### src/rtl/car_route_if.sv
// car_route_if: control/status bundle between the route controller and its surroundings.
interface car_route_if #(
  parameter int NUM_JUNCTIONS = 4
);
  logic                       start;
  logic                       abort;
  logic [2:0]                 sensor;
  logic [2*NUM_JUNCTIONS-1:0] route;
  logic [4:0]                 mode;
  logic [2:0]                 junction_idx;
  logic                       busy;
  modport master (output start, abort, sensor, route, input mode, junction_idx, busy);
  modport slave  (input start, abort, sensor, route, output mode, junction_idx, busy);
endinterface

### src/rtl/car_route_ctrl.sv
// car_route_ctrl: sequencing FSM for the line-following car (countdown, straight, junction decode, turns, stop/error).
module car_route_ctrl #(
  parameter int COUNT_CYCLES    = 300_000_000,
  parameter int NUM_JUNCTIONS   = 4,
  parameter int LOST_CYCLES     = 50_000_000,
  parameter int TURN_MIN_CYCLES = 20_000_000,
  parameter int TURN_MAX_CYCLES = 200_000_000
) (
  input logic clk,
  input logic rst,
  car_route_if.slave bus
);
  localparam int MAX_A = COUNT_CYCLES > LOST_CYCLES ? COUNT_CYCLES : LOST_CYCLES;
  localparam int MAX_P = MAX_A > TURN_MAX_CYCLES ? MAX_A : TURN_MAX_CYCLES;
  localparam int TW = $clog2(MAX_P + 1);
  typedef enum logic [4:0] {
    IDLE = 5'd0, START = 5'd1, COUNT = 5'd2, STRAIGHT = 5'd3, CHOOSE = 5'd4,
    TURN_STRAIGHT = 5'd5, TURN_LEFT = 5'd6, TURN_RIGHT = 5'd7, STOP = 5'd30, ERROR = 5'd31
  } state_t;
  state_t state, nxt;
  logic [TW-1:0] timer, timer_n, lost, lost_n;
  logic [3:0] jidx, jidx_n;
  logic [1:0] entry;
  logic busy, busy_n, moving, turning;
  // one extra index bit so the saturated value NUM_JUNCTIONS fits even when it is 8
  assign entry = 2'(bus.route >> {jidx, 1'b0});
  assign turning = state inside {TURN_STRAIGHT, TURN_LEFT, TURN_RIGHT};
  assign moving = turning || state inside {COUNT, STRAIGHT, CHOOSE};
  always_comb begin
    nxt = state;
    timer_n = timer;
    lost_n = lost;
    jidx_n = jidx;
    case (state)
      IDLE: nxt = bus.start ? START : IDLE;
      START: begin
        nxt = COUNT;
        timer_n = '0;
        lost_n = '0;
        jidx_n = '0;
      end
      COUNT: begin
        nxt = timer == TW'(COUNT_CYCLES - 1) ? STRAIGHT : COUNT;
        timer_n = timer == TW'(COUNT_CYCLES - 1) ? '0 : timer + 1'b1;
      end
      STRAIGHT: begin
        nxt = bus.sensor == 3'b111 ? CHOOSE :
              (bus.sensor == 3'b000 && lost == TW'(LOST_CYCLES - 1)) ? ERROR : STRAIGHT;
        lost_n = bus.sensor == 3'b111 ? lost : bus.sensor == 3'b000 ? lost + 1'b1 : '0;
      end
      CHOOSE: begin
        timer_n = '0;
        nxt = jidx >= 4'(NUM_JUNCTIONS) ? STOP :
              entry == 2'b00 ? TURN_STRAIGHT :
              entry == 2'b01 ? TURN_LEFT :
              entry == 2'b10 ? TURN_RIGHT : STOP;
      end
      TURN_STRAIGHT, TURN_LEFT, TURN_RIGHT: begin
        timer_n = timer + 1'b1;
        if (timer >= TW'(TURN_MIN_CYCLES - 1) && bus.sensor == 3'b010) begin
          nxt = STRAIGHT;
          timer_n = '0;
          lost_n = '0;
          jidx_n = jidx == 4'(NUM_JUNCTIONS) ? jidx : jidx + 1'b1;
        end else if (timer == TW'(TURN_MAX_CYCLES - 1)) begin
          nxt = ERROR;
        end
      end
      STOP, ERROR: nxt = bus.start ? IDLE : state;
      default: nxt = IDLE;
    endcase
    if (moving && bus.abort) nxt = STOP;
  end
  assign busy_n = nxt inside {COUNT, STRAIGHT, CHOOSE, TURN_STRAIGHT, TURN_LEFT, TURN_RIGHT};
  always_ff @(posedge clk) begin
    if (rst) begin
      state <= IDLE;
      timer <= '0;
      lost <= '0;
      jidx <= '0;
      busy <= 1'b0;
    end else begin
      state <= nxt;
      timer <= timer_n;
      lost <= lost_n;
      jidx <= jidx_n;
      busy <= busy_n;
    end
  end
  assign bus.mode = state;
  assign bus.junction_idx = jidx[2:0];
  assign bus.busy = busy;
endmodule

### src/flat_wrapper.sv
// flat-port wrapper written by rule: the top's interface ports become plain ports
module car_route_ctrl_flat 
#(
  parameter int COUNT_CYCLES    = 300_000_000,
  parameter int NUM_JUNCTIONS   = 4,
  parameter int LOST_CYCLES     = 50_000_000,
  parameter int TURN_MIN_CYCLES = 20_000_000,
  parameter int TURN_MAX_CYCLES = 200_000_000
)
  (clk, rst, bus_start, bus_abort, bus_sensor, bus_route, bus_mode, bus_junction_idx, bus_busy);
  car_route_if #(.NUM_JUNCTIONS(NUM_JUNCTIONS)) bus_i ();
  input logic clk;
  input logic rst;
  input wire logic [$bits(bus_i.start)-1:0] bus_start;
  input wire logic [$bits(bus_i.abort)-1:0] bus_abort;
  input wire logic [$bits(bus_i.sensor)-1:0] bus_sensor;
  input wire logic [$bits(bus_i.route)-1:0] bus_route;
  output wire logic [$bits(bus_i.mode)-1:0] bus_mode;
  output wire logic [$bits(bus_i.junction_idx)-1:0] bus_junction_idx;
  output wire logic [$bits(bus_i.busy)-1:0] bus_busy;
  assign bus_i.start = bus_start;
  assign bus_i.abort = bus_abort;
  assign bus_i.sensor = bus_sensor;
  assign bus_i.route = bus_route;
  assign bus_mode = bus_i.mode;
  assign bus_junction_idx = bus_i.junction_idx;
  assign bus_busy = bus_i.busy;
  car_route_ctrl #(.COUNT_CYCLES(COUNT_CYCLES), .NUM_JUNCTIONS(NUM_JUNCTIONS), .LOST_CYCLES(LOST_CYCLES), .TURN_MIN_CYCLES(TURN_MIN_CYCLES), .TURN_MAX_CYCLES(TURN_MAX_CYCLES)) u_core (.clk(clk), .rst(rst), .bus(bus_i));
endmodule
### config.mk
export PLATFORM = sky130hd
export DESIGN_NAME = car_route_ctrl_flat
export DESIGN_NICKNAME = d
export VERILOG_FILES = /design/src/rtl/car_route_if.sv /design/src/rtl/car_route_ctrl.sv /design/src/flat_wrapper.sv
export SDC_FILE = /design/constraint.sdc
export NUM_CORES = 1
export LEC_CHECK = 0
export BUFFER_PORTS_ARGS = -buffer_cell sky130_fd_sc_hd__buf_2
export CORE_UTILIZATION = 61
export DETAILED_ROUTE_END_ITERATION = 16
export PLACE_DENSITY = 0.88
export SLEW_MARGIN = 30
export SYNTH_ARGS = -nofsm -noshare
export SYNTH_HDL_FRONTEND = slang
export SYNTH_SLANG_ARGS = --single-unit
### constraint.sdc
create_clock -name clk -period 2.9 [get_ports clk]
set_clock_uncertainty 0.15 [all_clocks]
set_input_delay 0.58 -clock clk [delete_from_list [all_inputs] [get_ports clk]]
set_output_delay 0.58 -clock clk [all_outputs]
set_load 0.005 [all_outputs]
==> results.txt, run 1 <==
For this configuration, the core starts out at a cell density of 63.13%. The placed instance area was 4185 um^2; the slew at the pin closest to its max-slew limit was 0.7276 ns. After detailed routing, the number of remaining DRC violations is 0.

The number of buffer cells added on primary ports is 23, and the antenna cell count is 0. Measured along the y axis, the die boundary spans 83.07 um. The total negative setup slack is 0 ns, and the synthesized area is 4009 um^2. A synthesized cell averages 8.232 um^2.

Along the worst path, the maximum fanout reaches 56. Summed over all cells, the static leakage comes to 1.476 nW. Number of global-route vias before repair: 3,863.

Root buffer selected by CTS: clkbuf_8. The first routing iteration left 334 violations. The worst register-to-register path begins at u_core.timer[0].

The largest family of logic cells by synthesized area was simple AND/OR/NAND/NOR gates. Traced cell by cell, the critical path runs through ha_1, nand2_1, or4_1, nor3_2, nor4_2, buf_12, or3_1, o41ai_1. In this run the count of I/O pins placed on the die edge is 24. The depth of the CTS H-tree came out at 3.

In this run the critical register-to-register path is captured at u_core.lost[16]. The startpoint identified for the worst hold timing path is u_core.lost[4]. The first detailed-routing pass took 5 iterations. The number of synthesized register bits is 68, and the routed via count is 4,013. The tools report the area of the die as 6900 um^2. The share of the Yosys chip area taken by registers is 33.96%. The worst-case headroom to the max-slew limit was 51.08%. Data on the critical path is required at its endpoint by 3.00 ns.

TritonCTS built the clock tree. Of the total synthesized cell area, the portion taken by AND, OR, NAND and NOR gates is 33.86%. For the number of antenna violations at the first check in global routing, the log shows 0. The multi-input gate area in the final layout is 2452 um^2. Top flip-flop cell by instance count after synthesis: dfxtp_1. In the synthesized netlist, mux cells make up 2.122% of the area. The longest clock path from root to sink contains 2 buffers. Critical path class: reg2reg.

Across the VDD grid, the largest voltage drop is 613.1 uV. For the count of final hold-check violations, the log shows 0. The number of vias per cell after detailed routing was 6.895; the final-report max-slew violation count was 0. Clock tree synthesis inserted a total of 9 buffers. The flow ran to the end, and the final reports show no timing, DRC or antenna violations.

The register clock-pin slew on the reported worst setup and hold paths is 0.07 ns, and the portion of the clock cycle consumed by the worst path in the final layout is 92.71%. The floorplan step set the die width to 83.07 um. The remaining global-route overflow came out at 0. Summing internal, switching and leakage power gives 2.545 mW. The maximum number of pins on one net before global-route repair was 57; the achievable frequency was 371.9 MHz.

Counting cells, the worst reg-to-reg path comes to 8. The first global-routing pass estimated 17,570 um of wire. Power spread over the standard cell area amounts to 584.4 nW/um^2. Routability-driven placement finished with a final weighted congestion of 0.8997. The worst hold path passes through 2 cells. On the worst path, the slowest cell contributes a delay of 0.44 ns. The tightest min-delay check is of the reg2reg type. The arithmetic-cell share of the synthesized area counting full adders, half adders and majority gates came out at 1.248%.

In the synthesized netlist, the number of instances is 487. The sequential cell area in the final layout is 1361 um^2. The cell at the slowest stage of the critical path is or4_1. For the worst setup path, the data arrival time is 2.79 ns. The run gives 29 as the number of standard-cell rows in the floorplan.

The fraction of final layout cells with drive strength greater than 1 works out to 11.88%. The sort of element at the start of the critical path is a flop. The number of buffers inserted by hold repair at cts came out at 0.

Once detailed placement completed, the half-perimeter wirelength came to 6667 um. Counting the fill cells in the layout gives 495. The worst hold path terminates at u_core.lost[4]. Post-synthesis async set-or-reset flop share: 0%. The layout net count is 519.

Yosys mapped a number of flops with a built-in enable equal to 0. STA classifies the critical path endpoint as a flop. The tools report the final antenna-violating net count as 0.

Setup repair after global routing left no endpoint under its margin. The complex-gate fraction of the synthesized area is 17.51%. Summed over all layers, the routed wires come to 10,020 um. Synthesis instantiated 60 different standard cells from the library. After routing the design area is 4355 um^2. After layout, the minimum clock period comes to 2.689 ns.

The run gives 506 as the post-synth net total. The per-cell routed wire length works out to 17.22 um. The layout overhead on the synthesized area is 8.646%. The clock reaches the later pin of the worst-skew pair after 0.36 ns. The XOR/XNOR share of the synthesized area came out at 6.117%. The reg-to-reg setup timing slack is 0.21 ns. The tools report the clock sink count as 68. The logs give 30.85% for the global router's overall resource usage and 0 for the quantity of gates resized following cts.

Max-cap violations in this run came to 0. The buffers inserted during post-CTS setup optimization came out at 0. Setup violations remaining at the end of the flow were counted as 0.

In this run the standard cell core region covers 6350 um^2. The run gives 0 as the number of warnings issued by yosys.
==> critical path: cells and delay by family, from the launching register on <==
| kind | cells | cell delay, ns |
|---|---|---|
| AO/OA/AOI/OAI | 1 | 0.31 |
| adder cells (fa/ha/maj) | 1 | 0.22 |
| buffers and inverters | 1 | 0.19 |
| AND/OR/NAND/NOR | 5 | 1.29 |
| flip-flops | 1 | 0.39 |
==> routing by layer <==
metal	global-route usage, %	part of all wire [%]
met5	0	0
met4	15.20	2.6
met3	6.362	8.1
met2	48.66	47
met1	40.15	42
==> state kept, by name (all words and copies together) (netlist names) <==
name	count
u_core.lost	29
u_core.timer	29
u_core.bus.mode	5
u_core.bus.busy	1
u_core.jidx	4
==> layout by cell type, fill, tap and decap left out, types with 3 or more instances in the layout <==
cell	Yosys	layout
nand3_1	31	31
and4_1	7	7
xnor2_1	8	8
o311ai_1	3	3
or4_1	18	18
nor2b_1	3	3
nand4b_1	5	5
nand4_1	17	17
nand2b_1	3	3
a21oi_1	27	27
nor4_1	7	6
and3_1	14	14
nor2_1	19	19
nor4bb_1	4	4
o211ai_1	5	5
xor2_1	20	20
o21ai_1	4	4
mux2i_1	4	4
clkbuf_8	0	10
and3b_1	3	3
buf_4	4	10
o31ai_1	19	19
and2_1	5	5
ha_1	4	4
a31oi_1	4	3
buf_2	7	23
inv_1	12	12
nor3_1	38	38
or3_1	11	11
a32oi_1	3	3
dfxtp_1	68	68
nand2_1	34	34
o21ai_0	17	17
==> per-stage QoR <==
| step | utilization [%] | instances | hold slack, ns | setup WS, ns |
|---|---|---|---|---|
| after CTS | 68.59 | 582 | 0.3365 | 0.2309 |
| after global routing | 68.59 | 582 | 0.3659 | 0.02622 |
| after detailed placement | 65.91 | 566 | 0.3239 | 0.1146 |
| final | 68.59 | 582 | 0.3363 | 0.2114 |
| after global placement | 65.91 | 566 | 0.3146 | 0.1646 |
| after floorplan | - | 487 | 0.2971 | 0.3855 |
==> Yosys cell counts, drive strengths merged, types with 3 or more instances <==
master	n	area, um^2
nor2b	3	18.77
nand4	18	127.6
a32oi	3	26.28
a31oi	4	25.02
o311ai	3	26.28
nand3	31	155.2
buf	14	91.33
nand2b	3	18.77
nor2	19	71.32
clkbuf	19	71.32
nor3	40	210.2
nor4bb	4	40.04
nand2	34	127.6
and3	14	87.58
o31ai	19	142.6
a21oi	27	135.1
or4	18	135.1
dfxtp	68	1361
inv	12	45.04
and4	7	61.31
and3b	3	26.28
mux2i	4	40.04
xor2	20	175.2
ha	4	50.05
a311oi	3	43.80
nand4b	5	43.79
xnor2	8	70.07
o211ai	5	37.54
or3	11	68.82
o21ai	21	105.1
and2	5	31.28
nor4	8	56.30
==> power breakdown <==
part | total, mW | leakage [nW] | switching [mW] | internal [mW]
registers | 1.04 | 0.549 | 0.0599 | 0.980
clock network | 0.703 | 0.0824 | 0.371 | 0.331
logic | 0.803 | 0.845 | 0.519 | 0.284
==> cell families after synthesis <==
family          after synthesis
simple gates                232
compound gates              104
flops                        68
buf+inv                      45
xor+xnor                     28
mux                           6
fa+ha+maj                     4
==> worst max-delay path by stage <==
stage                                from               to  slack (ns)  cells past startpoint
after floorplan             bus_sensor[0]  u_core.lost[27]        0.39                      7
after global placement      bus_sensor[0]  u_core.lost[25]        0.16                      7
after detailed placement    bus_sensor[0]  u_core.lost[25]        0.11                      7
after CTS                 u_core.timer[0]  u_core.lost[16]        0.23                      8
after global routing      u_core.timer[0]  u_core.lost[16]        0.03                      8
final                     u_core.timer[0]  u_core.lost[16]        0.21                      8
==> layout make-up <==
cell class,instances,share of cell area (%)
Clock buffer,12,3.332
Inverter,12,1.034
Tap cell,77,2.212
Multi-Input combinational cell,374,56.31
Timing Repair Buffer,35,5.286
Clock inverter,4,0.5745
Sequential cell,68,31.26
(Power assumes the default switching activity.)
==> run 2, diff against run 1 <==
- CORE_ASPECT_RATIO: default -> 0.8
==> results.txt, run 2 (synthesis results as in run 1) <==
The fraction of final layout cells with drive strength greater than 1 was 11.73%; the fill cell instance count of the final layout was 533. The number of vias per cell after detailed routing works out to 6.821. The initialized floorplan defines 26 standard-cell rows. The horizontal die dimension is 92.64 um. The net switching power of the design came out at 0.9316 mW. For this block, the via count after detailed routing is 4,004. The floorplan step defined a core boundary enclosing 6376 um^2. For the first-pass detailed-route iteration total, the log shows 5. TritonCTS built the clock tree. Detailed placement finished with a half-perimeter wire length of 6925 um. Cell at the slowest stage of the critical path: or4_1. The logs give 0 for the final-report max-slew violation count and 16,370 um for the global-route wire length before repair. Summed over all layers, the global routing overflow is 0. Adding up every negative setup slack in the final design gives 0 ns. The number of antenna violations at the first check in global routing is 0. The run gives 0 as the max-cap violation count.

Once the clock tree was built, the resizer swapped 0 gates to a different size. Across the whole layout, storage elements account for 1361 um^2. The maximum fanout along the worst path is 29, and the number of buffer cells added on primary ports is 23. For the achievable frequency, the log shows 370.3 MHz. The tools report the static leakage as 1.487 nW. At the worst endpoint, the required time is 2.96 ns. The net count of the finished layout is 519. The arrival time of data at the critical path endpoint is 2.76 ns.

Among the stages of the critical path, the cell type that occurs most often is nand2_1. The clock sink count was 68. With fillers left out, the area of the finished cells amounts to 4372 um^2. The multi-input gate area in the final layout is 2452 um^2, and the delay of the slowest cell on the worst path is 0.51 ns. The critical path buffer and inverter count works out to 1. The number of buffers inserted by hold repair at cts came out at 0. The sort of element at the start of the critical path was a flop. TritonCTS created 9 clock buffers. The number of global-route vias before repair is 3,485, and the clock insertion delay at the later pin of the skew report is 0.35 ns. The die covers 6902 um^2. CTS built an H-tree with a depth of 3. Measured on the finished design, the core utilization comes to 68.56%.

The worst pin sits at a relative slew slack of 56.28%. The buffers inserted during post-CTS setup optimization is 0. The flow ran to the end, and the final reports show no timing, DRC or antenna violations. The tools report the register share of total power as 40.4%.

The starting density of the core was 62.87%; the relative contribution of combinational cells to total power was 29.6%. The logs give 0 for the count of final hold-check violations and 4182 um^2 for the placed instance area. The tools report the global router's overall resource usage as 29.82%. STA classifies the critical path endpoint as a flop. The worst setup path is of the reg2reg kind. Walking the worst path, the cells encountered are ha_1, nand2_1, or4_1, nor4_1, nand2_1, a31oi_2, buf_4, nor3_1. The root buffer selected by CTS was clkbuf_8. Routability-driven placement finished with a final weighted congestion of 0.9018.

In the final routed layout, each cell accounts on average for 17.16 um. The maximum count of clock buffers along a single path was 2; the I/O pin count was 24. The number of antenna diodes in the final layout is 0. The portion of the clock cycle consumed by the worst path in the final layout is 93.12%, and the least setup slack across all paths after layout is 0.1996 ns.

For the pin with the worst max-slew slack, the measured transition is 0.6534 ns. The library cells used most frequently in the layout, excluding fill and tap cells, are 68 x dfxtp_1, 38 x nor3_1, 34 x nand2_1. Total wire length after detailed routing: 10,070 um. The kind of cell with the highest combined delay along the critical path is simple AND/OR/NAND/NOR gates. Power comes to 2.605 mW. The share of total power consumed by net switching is 35.76%, and the shortest clock period the worst path allows after layout is 2.700 ns. The clock share of power was 30.0%; the peak supply drop was 331.8 uV. Post-placement worst setup slack: 0.2652 ns. Setup repair after global routing left no endpoint under its margin. The internal power of the cells was 1.674 mW; the post-route DRC violation count was 0.

The area growth from synthesis to layout is 9.051%. The first routing iteration left 372 violations. Dividing total power by cell area gives a power density of 595.9 nW/um^2.

Entering global routing, the biggest net connects 57 pins. The final antenna-violating net count came out at 0. The vertical extent of the die is 74.51 um. The type of the tightest min-delay check was reg2reg.

The register clock-pin slew on the reported worst setup and hold paths works out to 0.07 ns. Setup violations remaining at the end of the flow were counted as 0. Leaving out fill and tap cells, the most frequent cell in the layout is dfxtp_1.
-- run 2: per-stage QoR --
step / hold WS, ns / cells
after floorplan: 0.2971 / 487
after global placement: 0.3074 / 573
after detailed placement: 0.3181 / 573
after CTS: 0.3420 / 587
after global routing: 0.3707 / 587
final: 0.3397 / 587
-- run 2: path summary, 6_finish.rpt --
| path | slack (ns) | cells past startpoint | start | end |
|---|---|---|---|---|
| min reg2reg | 0.34 | 2 | u_core.lost[4] | u_core.lost[4] |
| min | 0.34 | 2 | u_core.lost[4] | u_core.lost[4] |
| max reg2reg | 0.20 | 8 | u_core.timer[1] | u_core.timer[16] |
| max | 0.20 | 8 | u_core.timer[1] | u_core.timer[16] |
-- run 2: power groups by stage --
stage	registers, mW	logic [mW]	clock network [mW]
after floorplan	1.05	0.545	0
after global placement	1.07	0.717	0
after detailed placement	1.07	0.747	0
after CTS	1.05	0.753	0.787
after global routing	1.06	0.845	0.834
final	1.05	0.772	0.781
-- run 2: cell type report --
cell class / instances / share of cell area, %
Timing Repair Buffer: 35 / 4.980
Multi-Input combinational cell: 374 / 56.10
Sequential cell: 68 / 31.14
Inverter: 12 / 1.030
Clock buffer: 12 / 3.549
Tap cell: 84 / 2.404
Clock inverter: 2 / 0.8014
-- run 2: worst reg2reg max path: stages (launching register included) --
cell and delay (ns):
dfxtp_1 0.39, ha_1 0.21, nand2_1 0.11, or4_1 0.51, nor4_1 0.42, nand2_1 0.13
a31oi_2 0.20, buf_4 0.34, nor3_1 0.11
-- run 2: per-layer routing --
layer  vias to the layer above  routed length (um)  GRT usage (%)  share of wire, %
met3                        30                 738          8.078               7.3
met1                      1920                4544          39.11                45
li1                       1876                   -              -                 -
met4                         0                 170          9.573               1.7
met2                       178                4617          48.40                46
met5                         -                   0              0                 0
